===== src/rtl/fetch_prefetch.sv =====
// Instruction-fetch front end: owns the fetch PC, keeps a credit-limited stream of
// in-order word reads in flight, buffers returns in a small FIFO and feeds decode.
module fetch_prefetch #(
    parameter int          DEPTH    = 4,
    parameter logic [31:0] RESET_PC = 32'h0000_0000
) (
    input  logic        clk,
    input  logic        rst_n,
    input  logic        en_de,
    input  logic        NextPCSrc,
    input  logic [31:0] alu_out,
    output logic        imem_req,
    output logic [31:0] imem_addr,
    input  logic        imem_ready,
    input  logic        imem_rvalid,
    input  logic [31:0] imem_rdata,
    output logic        valid_de,
    output logic [31:0] inst_de,
    output logic [31:0] pc_de,
    output logic [31:0] pcInc_de
);

    localparam int          PW      = (DEPTH > 1) ? $clog2(DEPTH) : 1;
    localparam int          CW      = $clog2(DEPTH + 1);
    localparam logic [31:0] NOP     = 32'h0000_0013;
    localparam logic [CW:0] CREDITS = (CW + 1)'(DEPTH);

    logic [31:0]   fetch_pc_q, fetch_pc_d;
    logic [31:0]   resp_pc_q, resp_pc_d;
    logic [CW-1:0] outstanding_q, outstanding_d;
    logic [CW-1:0] drop_cnt_q, drop_cnt_d;
    logic [CW-1:0] count_q, count_d;
    logic [PW-1:0] rd_ptr_q, rd_ptr_d;
    logic [PW-1:0] wr_ptr_q, wr_ptr_d;
    logic          valid_de_q, valid_de_d;
    logic [31:0]   inst_de_q, inst_de_d;
    logic [31:0]   pc_de_q, pc_de_d;

    logic [31:0]   fifo_pc_mem   [DEPTH];
    logic [31:0]   fifo_inst_mem [DEPTH];

    logic [31:0]   redirect_pc;
    logic          credit_ok;
    logic          accept;
    logic          keep;
    logic          load_head;
    logic          bypass;
    logic          push;

    logic          unused_alu_lsbs;
    assign unused_alu_lsbs = ^alu_out[1:0];

    always_comb begin
        redirect_pc = {alu_out[31:2], 2'b00};
        credit_ok   = ({1'b0, outstanding_q} + {1'b0, count_q}) < CREDITS;
        imem_req    = !NextPCSrc && credit_ok;
        imem_addr   = fetch_pc_q;
        accept      = imem_req && imem_ready;
        keep        = imem_rvalid && !NextPCSrc && (drop_cnt_q == '0);
        load_head   = !NextPCSrc && en_de && (count_q != '0);
        // An empty FIFO lets a returning word go straight into decode.
        bypass      = !NextPCSrc && en_de && (count_q == '0) && keep;
        push        = keep && !bypass;

        fetch_pc_d    = fetch_pc_q;
        resp_pc_d     = resp_pc_q;
        outstanding_d = outstanding_q + CW'(accept) - CW'(imem_rvalid);
        drop_cnt_d    = drop_cnt_q;
        count_d       = count_q;
        rd_ptr_d      = rd_ptr_q;
        wr_ptr_d      = wr_ptr_q;

        if (NextPCSrc) begin
            fetch_pc_d = redirect_pc;
            resp_pc_d  = redirect_pc;
            drop_cnt_d = outstanding_q - CW'(imem_rvalid);
            count_d    = '0;
            rd_ptr_d   = '0;
            wr_ptr_d   = '0;
        end else begin
            if (accept) begin
                fetch_pc_d = fetch_pc_q + 32'd4;
            end
            if (imem_rvalid && (drop_cnt_q != '0)) begin
                drop_cnt_d = drop_cnt_q - CW'(1);
            end
            // Responses return in order and sequentially, so one running PC tags them.
            if (keep) begin
                resp_pc_d = resp_pc_q + 32'd4;
            end
            if (push) begin
                wr_ptr_d = wr_ptr_q + PW'(1);
            end
            if (load_head) begin
                rd_ptr_d = rd_ptr_q + PW'(1);
            end
            count_d = count_q + CW'(push) - CW'(load_head);
        end

        valid_de_d = valid_de_q;
        inst_de_d  = inst_de_q;
        pc_de_d    = pc_de_q;
        if (NextPCSrc) begin
            valid_de_d = 1'b0;
            inst_de_d  = NOP;
        end else if (load_head) begin
            valid_de_d = 1'b1;
            inst_de_d  = fifo_inst_mem[rd_ptr_q];
            pc_de_d    = fifo_pc_mem[rd_ptr_q];
        end else if (bypass) begin
            valid_de_d = 1'b1;
            inst_de_d  = imem_rdata;
            pc_de_d    = resp_pc_q;
        end else if (en_de) begin
            valid_de_d = 1'b0;
            inst_de_d  = NOP;
        end
    end

    always_ff @(posedge clk or negedge rst_n) begin
        if (!rst_n) begin
            fetch_pc_q    <= RESET_PC;
            resp_pc_q     <= RESET_PC;
            outstanding_q <= '0;
            drop_cnt_q    <= '0;
            count_q       <= '0;
            rd_ptr_q      <= '0;
            wr_ptr_q      <= '0;
            valid_de_q    <= 1'b0;
            inst_de_q     <= NOP;
            pc_de_q       <= 32'h0000_0000;
        end else begin
            fetch_pc_q    <= fetch_pc_d;
            resp_pc_q     <= resp_pc_d;
            outstanding_q <= outstanding_d;
            drop_cnt_q    <= drop_cnt_d;
            count_q       <= count_d;
            rd_ptr_q      <= rd_ptr_d;
            wr_ptr_q      <= wr_ptr_d;
            valid_de_q    <= valid_de_d;
            inst_de_q     <= inst_de_d;
            pc_de_q       <= pc_de_d;
        end
    end

    // Buffer storage needs no reset; count_q alone decides which entries are live.
    always_ff @(posedge clk) begin
        if (push) begin
            fifo_pc_mem[wr_ptr_q]   <= resp_pc_q;
            fifo_inst_mem[wr_ptr_q] <= imem_rdata;
        end
    end

    assign valid_de = valid_de_q;
    assign inst_de  = inst_de_q;
    assign pc_de    = pc_de_q;
    assign pcInc_de = pc_de_q + 32'd4;

endmodule


===== config.mk =====
export PLATFORM = sky130hd
export DESIGN_NAME = fetch_prefetch
export DESIGN_NICKNAME = d
export VERILOG_FILES = /design/src/rtl/fetch_prefetch.sv
export SDC_FILE = /design/constraint.sdc
export NUM_CORES = 1
export LEC_CHECK = 0
export CORE_ASPECT_RATIO = 1.5
export CORE_UTILIZATION = 51
export DETAILED_ROUTE_END_ITERATION = 10
export DONT_BUFFER_PORTS = 1
export PLACE_DENSITY = 0.76
export SYNTH_ARGS = -nofsm -noshare
export SYNTH_HDL_FRONTEND = slang
export SYNTH_SLANG_ARGS = --single-unit
export TNS_END_PERCENT = 100

===== constraint.sdc =====
create_clock -name clk -period 4.18 [get_ports clk]
set_clock_uncertainty 0.15 [all_clocks]
set_input_delay 0.836 -clock clk [delete_from_list [all_inputs] [get_ports clk]]
set_output_delay 0.836 -clock clk [all_outputs]
set_load 0.005 [all_outputs]

==> results of run 1 <==
[logic make-up (layout without fill, tap and decap cells)]
group	after synthesis	after routing	synth area share
DFF	384	384	0.661
and+or+nand+nor	361	361	0.101
buffers and inverters	90	116	0.0221
other	1	7	0.000228
muxes	97	97	0.109
adders and majority gates	19	19	0.0154
xor gates and xnor gates	90	90	0.0480
AOI/OAI and AO/OA	104	104	0.0436
[final cells by class]
cell class | count | area share
diodes | 1 | 0.000137
clock buffers | 43 | 0.0537
clock inverters | 21 | 0.0115
inverters | 26 | 0.00535
multi-input cells | 677 | 0.288
flip-flops and latches | 384 | 0.596
well taps | 410 | 0.0281
repair buffers | 26 | 0.0176
[registers in the layout, summed over array words and instances, names as in the netlist]
| register | count |
|---|---|
| outstanding_q | 3 |
| imem_addr | 30 |
| rd_ptr_q | 2 |
| pc_de | 30 |
| count_q | 3 |
| valid_de | 1 |
| resp_pc_q | 30 |
| inst_de | 32 |
| wr_ptr_q | 2 |
| drop_cnt_q | 3 |
| fifo_inst_mem | 128 |
| fifo_pc_mem | 120 |
[through the flow]
stage / hold slack (ns) / cell area [um2]
final: 0.158 / 18200
after global routing: 0.202 / 18200
after CTS: 0.000790 / 18200
after detailed placement: 0.332 / 17000
after global placement: 0.325 / 17000
after floorplan: 0.313 / 16400
[final timing paths]
check | endpoint | depth (start not counted) | start | slack, ns
worst max-delay path | pcInc_de[28] | 5 | pc_de[12]$_DFFE_PN0P_ | 0.47
worst min-delay path | imem_addr[25]$_DFFE_PN0P_ | 1 | rst_n | 0.16
worst max register to register | count_q[2]$_DFF_PN0_ | 13 | drop_cnt_q[0]$_DFFE_PN0P_ | 1.15
worst min register to register | inst_de[17]$_DFFE_PN0P_ | 2 | inst_de[17]$_DFFE_PN0P_ | 0.34
max in group asynchronous | inst_de[1]$_DFFE_PN1P_ | 1 | rst_n | 3.08
min in group clk | wr_ptr_q[1]$_DFFE_PN0P_ | 1 | NextPCSrc | 0.23
[cell usage after synthesis, types with 24 or more instances]
cell,number
edfxtp_1,248
nand2_1,153
dfrtp_1,133
nor2_1,68
mux4_2,62
xnor2_1,47
xor2_1,43
clkbuf_1,42
nand3_1,42
a31oi_1,35
mux2_2,33
o221ai_1,29
inv_1,24
[timing repair]
| action | CTS | global route |
|---|---|---|
| hold endpoints to repair | 133 | 1 |
| endpoints found under the setup margin | 0 | 0 |
| hold buffers | 2 | 1 |
| gates resized for setup | 0 | 0 |
| buffers inserted | 0 | 0 |
[layer usage]
layer / track usage / vias up / wire (um)
li1: - / 4284 / -
met5: 0 / - / 0
met3: 0.0412 / 60 / 2110
met1: 0.264 / 4872 / 13400
met4: 0.0895 / 0 / 1160
met2: 0.388 / 335 / 18700
[power groups by stage]
stage	Sequential, mW	Clock (mW)	Combinational, mW
after global routing	5.13	3.50	2.25
final	5.06	3.28	2.03
after CTS	5.07	3.36	2.05
after detailed placement	5.15	0	2.00
after floorplan	4.87	0	1.64
after global placement	5.12	0	1.95
[cells in the final DEF (no fill, tap or decap), types with 5 or more instances in the layout]
| cell type | n |
|---|---|
| a31oi_1 | 35 |
| nor4_1 | 16 |
| clkinv_2 | 7 |
| and3_1 | 11 |
| edfxtp_1 | 248 |
| nand2_1 | 153 |
| a21oi_1 | 21 |
| buf_4 | 15 |
| xnor2_1 | 47 |
| conb_1 | 6 |
| inv_1 | 24 |
| clkbuf_16 | 37 |
| and4_1 | 5 |
| nand4_1 | 22 |
| mux4_2 | 62 |
| dfrtp_1 | 131 |
| xor2_1 | 43 |
| and2_1 | 8 |
| ha_1 | 17 |
| nor3_1 | 17 |
| nand3_1 | 42 |
| a21boi_0 | 6 |
| o221ai_1 | 29 |
| nor2_1 | 67 |
| mux2_2 | 33 |
| clkinv_1 | 6 |
| buf_12 | 8 |
[critical path, stage by stage, from the launching register on]
cell and delay, ns:
dfrtp_1 0.53, nand4_1 0.20, nor4_1 0.71, and3_1 0.37
and3_1 0.19, xor2_1 0.19
==> flow_summary.toml, run 1 <==
[outcome]
outcome = "finished clean"

[flow_run]
maxCapViolCount = 0

[synth]
synth_top_cell_area_share = 0.453
ys_ff_latch = 384
synthArstFlopShare = 0.354
synth_edf_count = 248
synth-main-ff-cell = "edfxtp_1"
synth.largest_area_cell = "edfxtp_1"
synthCells = 1146
yosys_warnings = 0
seq_area_frac_synth = 0.661
synth_area_leaders = "edfxtp_1, dfrtp_1, mux4_2"
synth.avg_cell_area_um2 = 14.3
netlist_area_mm2 = 0.0164
ys_types = 45

[final_layout]
drive_gt1_frac = 0.162
area_growth_pct = 11.0
utilization = 0.575
fillers = 2414
nets = 1240
regArea_mm2 = 0.0109
multi_input_area_mm2 = 0.00525
fin_cells = 1588

[sta]
hold_viol = 0
max_freq_mhz = 270
rsz0062_at_grt = "no"
period_share = 0.887
fin_ws_ns = 0.473
period_needed_ns = 3.71
slew_headroom = 0.494
fin_tns_setup_ns = 0
worst_slew_pin_slew_ns = 0.753
maxSlewViolCount = 0
setup_viol_count_final = 0

[clock_tree]
cts-htree-levels = 2
cts_tree = "built"
cts_made_buffers = 36
cts_buffer_depth = 3
numClockSinks = 384
clk_pin_slew_ns = 0.06
cts_root_buffer = "clkbuf_16"
clock_latency_ns = 0.52

[detailed_routing]
wl_um = 35300
first_iter_violations = 526
drc = 0
viasPerCell = 6.01
final_antenna_net_count = 0
drtPass1Iterations = 5
post_drt_wl_per_cell_um = 22.2
num_vias = 9551

[grt]
antenna_found_initial = 1
grt_pass1_vias = 9785
grtUsageTotal = 0.221
grt_pass1_wl_um = 54900
grt_max_degree = 134
grt-ovfl-total = 0

[critical_path]
cp-end-kind = "output port"
crit_arrival_ns = 2.72
cp.required_ns = 3.19
path_class = "flop to output port"
startpoint_type = "flop"
crit_fanout = 7

[power]
seqPwrFrac = 0.488
p_sw_frac = 0.299
finalPower_mw = 10.4
p_leak_nw = 6.55
p_comb_frac = 0.195
powerDensity_mw_per_mm2 = 569
internal-power_mw = 7.27
ir_worst_vdd_mv = 0.301
power.net_switching_mw = 3.10
p_clk_frac = 0.316

[placed_design]
portBuffers = 0
gp_congestion = 0.750
place_ws_ns = 0.982
place_inst = 1520
dp_hpwl_um = 22200

[floorplanning]
core_area_mm2 = 0.0317
io_pins = 200
dieHeight_um = 222
floorplan.die_area_mm2 = 0.0330
start_util = 0.518
rows = 80
chipWidth_um = 149

[min_path]
worstHoldPathType = "input port to async pin"
No activity file was read; power rests on OpenSTA's default activity.
==> run 2, diff against run 1 <==
--- a/config.mk
+++ b/config.mk
@@ -6,10 +6,11 @@
 export NUM_CORES = 1
 export LEC_CHECK = 0
 export CORE_ASPECT_RATIO = 1.5
-export CORE_UTILIZATION = 51
+export CORE_UTILIZATION = 55
 export DETAILED_ROUTE_END_ITERATION = 10
 export DONT_BUFFER_PORTS = 1
-export PLACE_DENSITY = 0.76
+export PLACE_DENSITY = 0.8
+export SKIP_LAST_GASP = 1
 export SYNTH_ARGS = -nofsm -noshare
 export SYNTH_HDL_FRONTEND = slang
 export SYNTH_SLANG_ARGS = --single-unit
==> run 2 against run 1 <==
  * Count of clock-buffer cells in the layout is 1 higher
  * Register-to-register slack better by 0.03 ns
  * Combinational power is 3% lower
  * First-iteration DRC count is 8.2% higher
  * Non-clock buffer count is 3 lower
  * Sequential share of layout area is 0.098 points higher
  * Fmax is 0.23% higher
  * Worst hold slack worse by 0.073 ns
  * Clock power is 4% higher
  * Core utilization is 4.5 points higher
  * Largest power group unchanged
==> flow_summary.toml, run 2 (synthesized netlist as in run 1, its figures left out) <==
[outcome]
outcome = "finished clean"

[sta]
fin_tns_setup_ns = 0
slew_headroom = 0.346
period_needed_ns = 3.70
maxSlewViolCount = 0
rsz0062_at_grt = "no"
hold_viol = 0
worst_slew_pin_slew_ns = 0.973
period_share = 0.885
fin_ws_ns = 0.482
setup_viol_count_final = 0
max_freq_mhz = 270

[flow_run]
maxCapViolCount = 0

[final_layout]
final_common_cell = "edfxtp_1"
nets = 1237
layout_common_cells = "edfxtp_1, nand2_1, dfrtp_1"
regMostFlops = "fifo_inst_mem"
drive_gt1_frac = 0.161
largest_register_ffs = 128
num_antenna_cells = 0
area_growth_pct = 10.8

[placed_design]
portBuffers = 0
place_ws_ns = 0.953
dp_hpwl_um = 21500
gp_congestion = 0.760

[critical_path]
cp-end-kind = "output port"
startpoint_type = "flop"
cp.required_ns = 3.19
r2r_cells = 13
timing.rr.end = "count_q[2]$_DFF_PN0_"
rrSetupSlack_ns = 1.18
crit_start = "pc_de[12]$_DFFE_PN0P_"
r2r_start = "drop_cnt_q[0]$_DFFE_PN0P_"
crit_arrival_ns = 2.71
endpoint = "pcInc_de[28]"
crit_fanout = 7
path_class = "flop to output port"

[detailed_routing]
drc = 0
num_vias = 9414
routed-wl-met2_um = 17800
viasPerCell = 6.00
drtPass1Iterations = 5
drt-met1-wl_um = 13500
first_iter_violations = 569
final_antenna_net_count = 0
wl_um = 34500
dr_wl_met3_um = 2030
maxUsedRoutingLayer = "met4"
post_drt_wl_per_cell_um = 22.0

[power]
p_leak_nw = 6.55
ir_worst_vdd_mv = 0.372
finalPower_mw = 10.5
powerDensity_mw_per_mm2 = 575

[clock_tree]
cts_tree = "built"
cts-htree-levels = 2
clk_pin_slew_ns = 0.07
cts_root_buffer = "clkbuf_16"
cts_buffer_depth = 3
clock_latency_ns = 0.52
cts_made_buffers = 36
cts_setup_buffers = 0
numClockSinks = 384

[grt]
grtUsageTotal = 0.236
grt_max_degree = 134
antenna_found_initial = 0
grt_pass1_wl_um = 53800
grt-ovfl-total = 0
grt_pass1_vias = 9840

[floorplanning]
chipWidth_um = 143
dieHeight_um = 214
floorplan.die_area_mm2 = 0.0306
start_util = 0.559
rows = 77
core_area_mm2 = 0.0294
io_pins = 200

[min_path]
worstHoldPathType = "input port to async pin"
## run 2: cell types whose count changed in the layout (fill, tap and decap cells not counted), sizes merged
cell         previous run  this run
buf                    24        22
bufinv                  4         6
clkbuf                 43        44
clkinv                 15        11
diode                   1         0
dlygate4sd3             2         1
inv                    26        27
## run 2: how the worst min path moves through the flow
stage                       startpoint                         to  slack (ns)  depth (start not counted)
2_1_floorplan  inst_de[10]$_DFFE_PN0P_    inst_de[10]$_DFFE_PN0P_        0.31                          2
3_3_place_gp   inst_de[22]$_DFFE_PN0P_    inst_de[22]$_DFFE_PN0P_        0.33                          2
3_5_place_dp   inst_de[16]$_DFFE_PN0P_    inst_de[16]$_DFFE_PN0P_        0.34                          2
4_1_cts                          rst_n  drop_cnt_q[1]$_DFFE_PN0P_        0.17                          1
5_1_grt                          rst_n  drop_cnt_q[1]$_DFFE_PN0P_        0.16                          1
6_report                         rst_n  drop_cnt_q[1]$_DFFE_PN0P_        0.09                          1
## run 2: final cells by class
class                           count  area [um2]
Multi-Input combinational cell    677        5250
Timing Repair Buffer               23         270
Tap cell                          395         494
Fill cell                        2172       11200
Clock buffer                       44         972
Sequential cell                   384       10900
Clock inverter                     20         258
Inverter                           26        97.6
## run 2: through the flow
stage               hold WS [ns]  cells  instance area (um2)   util
detailed placement         0.338   1503                16900  0.576
CTS                        0.173   1569                18200  0.619
global placement           0.327   1503                16900  0.576
global route               0.160   1569                18200  0.619
finish                    0.0854   1569                18200  0.619
floorplan                  0.313   1151                16400      -
## run 2: power by group
part	total (mW)	internal (mW)	switching (mW)
Clock	3.40	2.03	1.37
Sequential	5.10	4.45	0.651
Combinational	1.96	0.882	1.08
Total	10.5	7.36	3.10
## run 2: layer usage
layer / up-vias / track usage
li1: 4269 / -
met1: 4765 / 0.286
met2: 323 / 0.415
met3: 57 / 0.0429
met4: 0 / 0.0945
met5: - / 0
## run 2: timing repair
| item | 4_1_cts | 5_1_grt |
|---|---|---|
| resized for setup | 0 | 0 |
| hold endpoints to repair | 133 | 0 |
| hold buffers | 2 | 0 |
## run 2: critical path, cell delays in order, from the launching register on
cell     delay [ns]
dfrtp_1        0.55
nand4_1        0.21
nor4_1         0.54
buf_4          0.21
and3_1         0.24
and3_1         0.19
xor2_1         0.23
==> run 3, diff against run 2 <==
--- a/config.mk
+++ b/config.mk
@@ -9,6 +9,7 @@
 export CORE_UTILIZATION = 55
 export DETAILED_ROUTE_END_ITERATION = 10
 export DONT_BUFFER_PORTS = 1
+export HOLD_SLACK_MARGIN = 0.05
 export PLACE_DENSITY = 0.8
 export SKIP_LAST_GASP = 1
 export SYNTH_ARGS = -nofsm -noshare
==> constraint.sdc (replaced) <==
create_clock -name clk -period 4.4 [get_ports clk]
set_clock_uncertainty 0.15 [all_clocks]
set_input_delay 0.88 -clock clk [delete_from_list [all_inputs] [get_ports clk]]
set_output_delay 0.88 -clock clk [all_outputs]
set_load 0.005 [all_outputs]
==> run 3 against run 2 <==
  * Global-route usage up 0.35 points
  * Sequential cell count unchanged
  * Worst hold slack better by 0.086 ns
==> flow_summary.toml, run 3 (synthesized netlist as in run 1, its figures left out) <==
[critical_path]
cp_slowest_cell = "nor4_1"
cp.depth = 5
r2r_start = "count_q[1]$_DFF_PN0_"
crit_fanout = 8
r2r_cells = 11
cp.required_ns = 3.37
crit_arrival_ns = 2.67
max_stage_delay_ns = 0.66
crit_buf_inv = 0
cp-end-kind = "output port"
worstPathCellList = "nand4_1 -> nor4_1 -> nand4_1 -> nor3_1 -> xor2_1"
path_class = "flop to output port"
cp_common_cell = "nand4_1"
startpoint_type = "flop"
crit_start = "pc_de[11]$_DFFE_PN0P_"
critical_path.top_delay_family = "simple AND/OR/NAND/NOR gates"

[floorplanning]
dieHeight_um = 214
core_area_mm2 = 0.0294
start_util = 0.559
floorplan.die_area_mm2 = 0.0306
io_pins = 200
chipWidth_um = 143
rows = 77

[placed_design]
dp_hpwl_um = 22300
gp_congestion = 0.754
portBuffers = 0
placed_cell_area_mm2 = 0.0169
place_ws_ns = 1.17

[flow_run]
maxCapViolCount = 0

[final_layout]
final_common_cell = "edfxtp_1"
largest_register_ffs = 128
num_antenna_cells = 0
drive_gt1_frac = 0.155
regMostFlops = "fifo_inst_mem"
utilization = 0.617
fillers = 2143
area_growth_pct = 10.4
nets = 1234
design_area_mm2 = 0.0181
layout_common_cells = "edfxtp_1, nand2_1, dfrtp_1"

[min_path]
worstHoldPathType = "input port to async pin"

[sta]
maxSlewViolCount = 0
worst_slew_pin_slew_ns = 1.10
fin_tns_setup_ns = 0
slew_headroom = 0.270
period_needed_ns = 3.70
fin_ws_ns = 0.699
max_freq_mhz = 270
hold_viol = 0
setup_viol_count_final = 0
rsz0062_at_grt = "no"
period_share = 0.841

[outcome]
outcome = "finished clean"

[grt]
grt_pass1_wl_um = 54600
grtUsageTotal = 0.239
grt_pass1_vias = 10000
grt-ovfl-total = 0
grtUsageMet2 = 0.420
antenna_found_initial = 0
top_usage_layer = "met2"
use_met3 = 0.0384
grt_use_met1 = 0.290
grt_max_degree = 136

[power]
finalPower_mw = 9.83
power.net_switching_mw = 2.94
powerDensity_mw_per_mm2 = 542
seqPwrFrac = 0.492
p_leak_nw = 6.51
p_sw_frac = 0.299
p_comb_frac = 0.192
ir_worst_vdd_mv = 0.310
internal-power_mw = 6.89
p_clk_frac = 0.317

[clock_tree]
cts_tree = "built"
cts_root_buffer = "clkbuf_16"
cts_buffer_depth = 3
cts-resized-gates = 0
clock_latency_ns = 0.52
cts-htree-levels = 2
cts_setup_buffers = 0
numClockSinks = 384
cts_made_buffers = 35
clk_pin_slew_ns = 0.07

[detailed_routing]
post_drt_wl_per_cell_um = 22.5
num_vias = 9597
first_iter_violations = 616
viasPerCell = 6.13
final_antenna_net_count = 0
drtPass1Iterations = 5
drc = 0
wl_um = 35200
==> run 3: power groups by stage <==
stage | sequential, mW | combinational, mW | clock (mW)
finish | 4.83 | 1.89 | 3.11
global route | 4.90 | 2.10 | 3.29
CTS | 4.83 | 1.90 | 3.17
detailed placement | 4.91 | 1.86 | 0
global placement | 4.88 | 1.79 | 0
floorplan | 4.62 | 1.55 | 0
==> run 3: path summary, 6_finish.rpt <==
path / slack [ns] / end
setup / recovery: 0.70 / pcInc_de[31]
hold / removal: 0.17 / inst_de[7]$_DFFE_PN0P_
setup reg to reg: 1.36 / count_q[2]$_DFF_PN0_
hold reg to reg: 0.34 / inst_de[22]$_DFFE_PN0P_
max in group asynchronous: 3.36 / resp_pc_q[29]$_DFFE_PN0N_
min in group clk: 0.27 / rd_ptr_q[1]$_DFFE_PN0P_
==> run 3: stage by stage <==
step                hold WS (ns)  cells
detailed placement         0.335   1501
global route               0.227   1566
finish                     0.172   1566
floorplan                  0.313   1151
CTS                        0.223   1566
global placement           0.325   1501
==> run 3: cell type report <==
type | count | area [um2] | area share
clock inverter | 13 | 164 | 0.00904
sequential | 384 | 10900 | 0.599
timing repair buffer | 21 | 255 | 0.0141
tap | 395 | 494 | 0.0273
inverter | 26 | 97.6 | 0.00538
multi-input combinational | 677 | 5250 | 0.290
clock buffer | 50 | 1010 | 0.0560
==> run 3: layer usage <==
layer  routed length, um  share of wire
met5                   0              0
met2               18300           0.52
met3                1880          0.054
met1               13600           0.39
met4                1450          0.041
==> run 3: what timing repair did <==
item                                    4_1_cts  5_1_grt
endpoints found under the setup margin        0        0
hold buffers                                  2        0
endpoints found under the hold margin       135        0
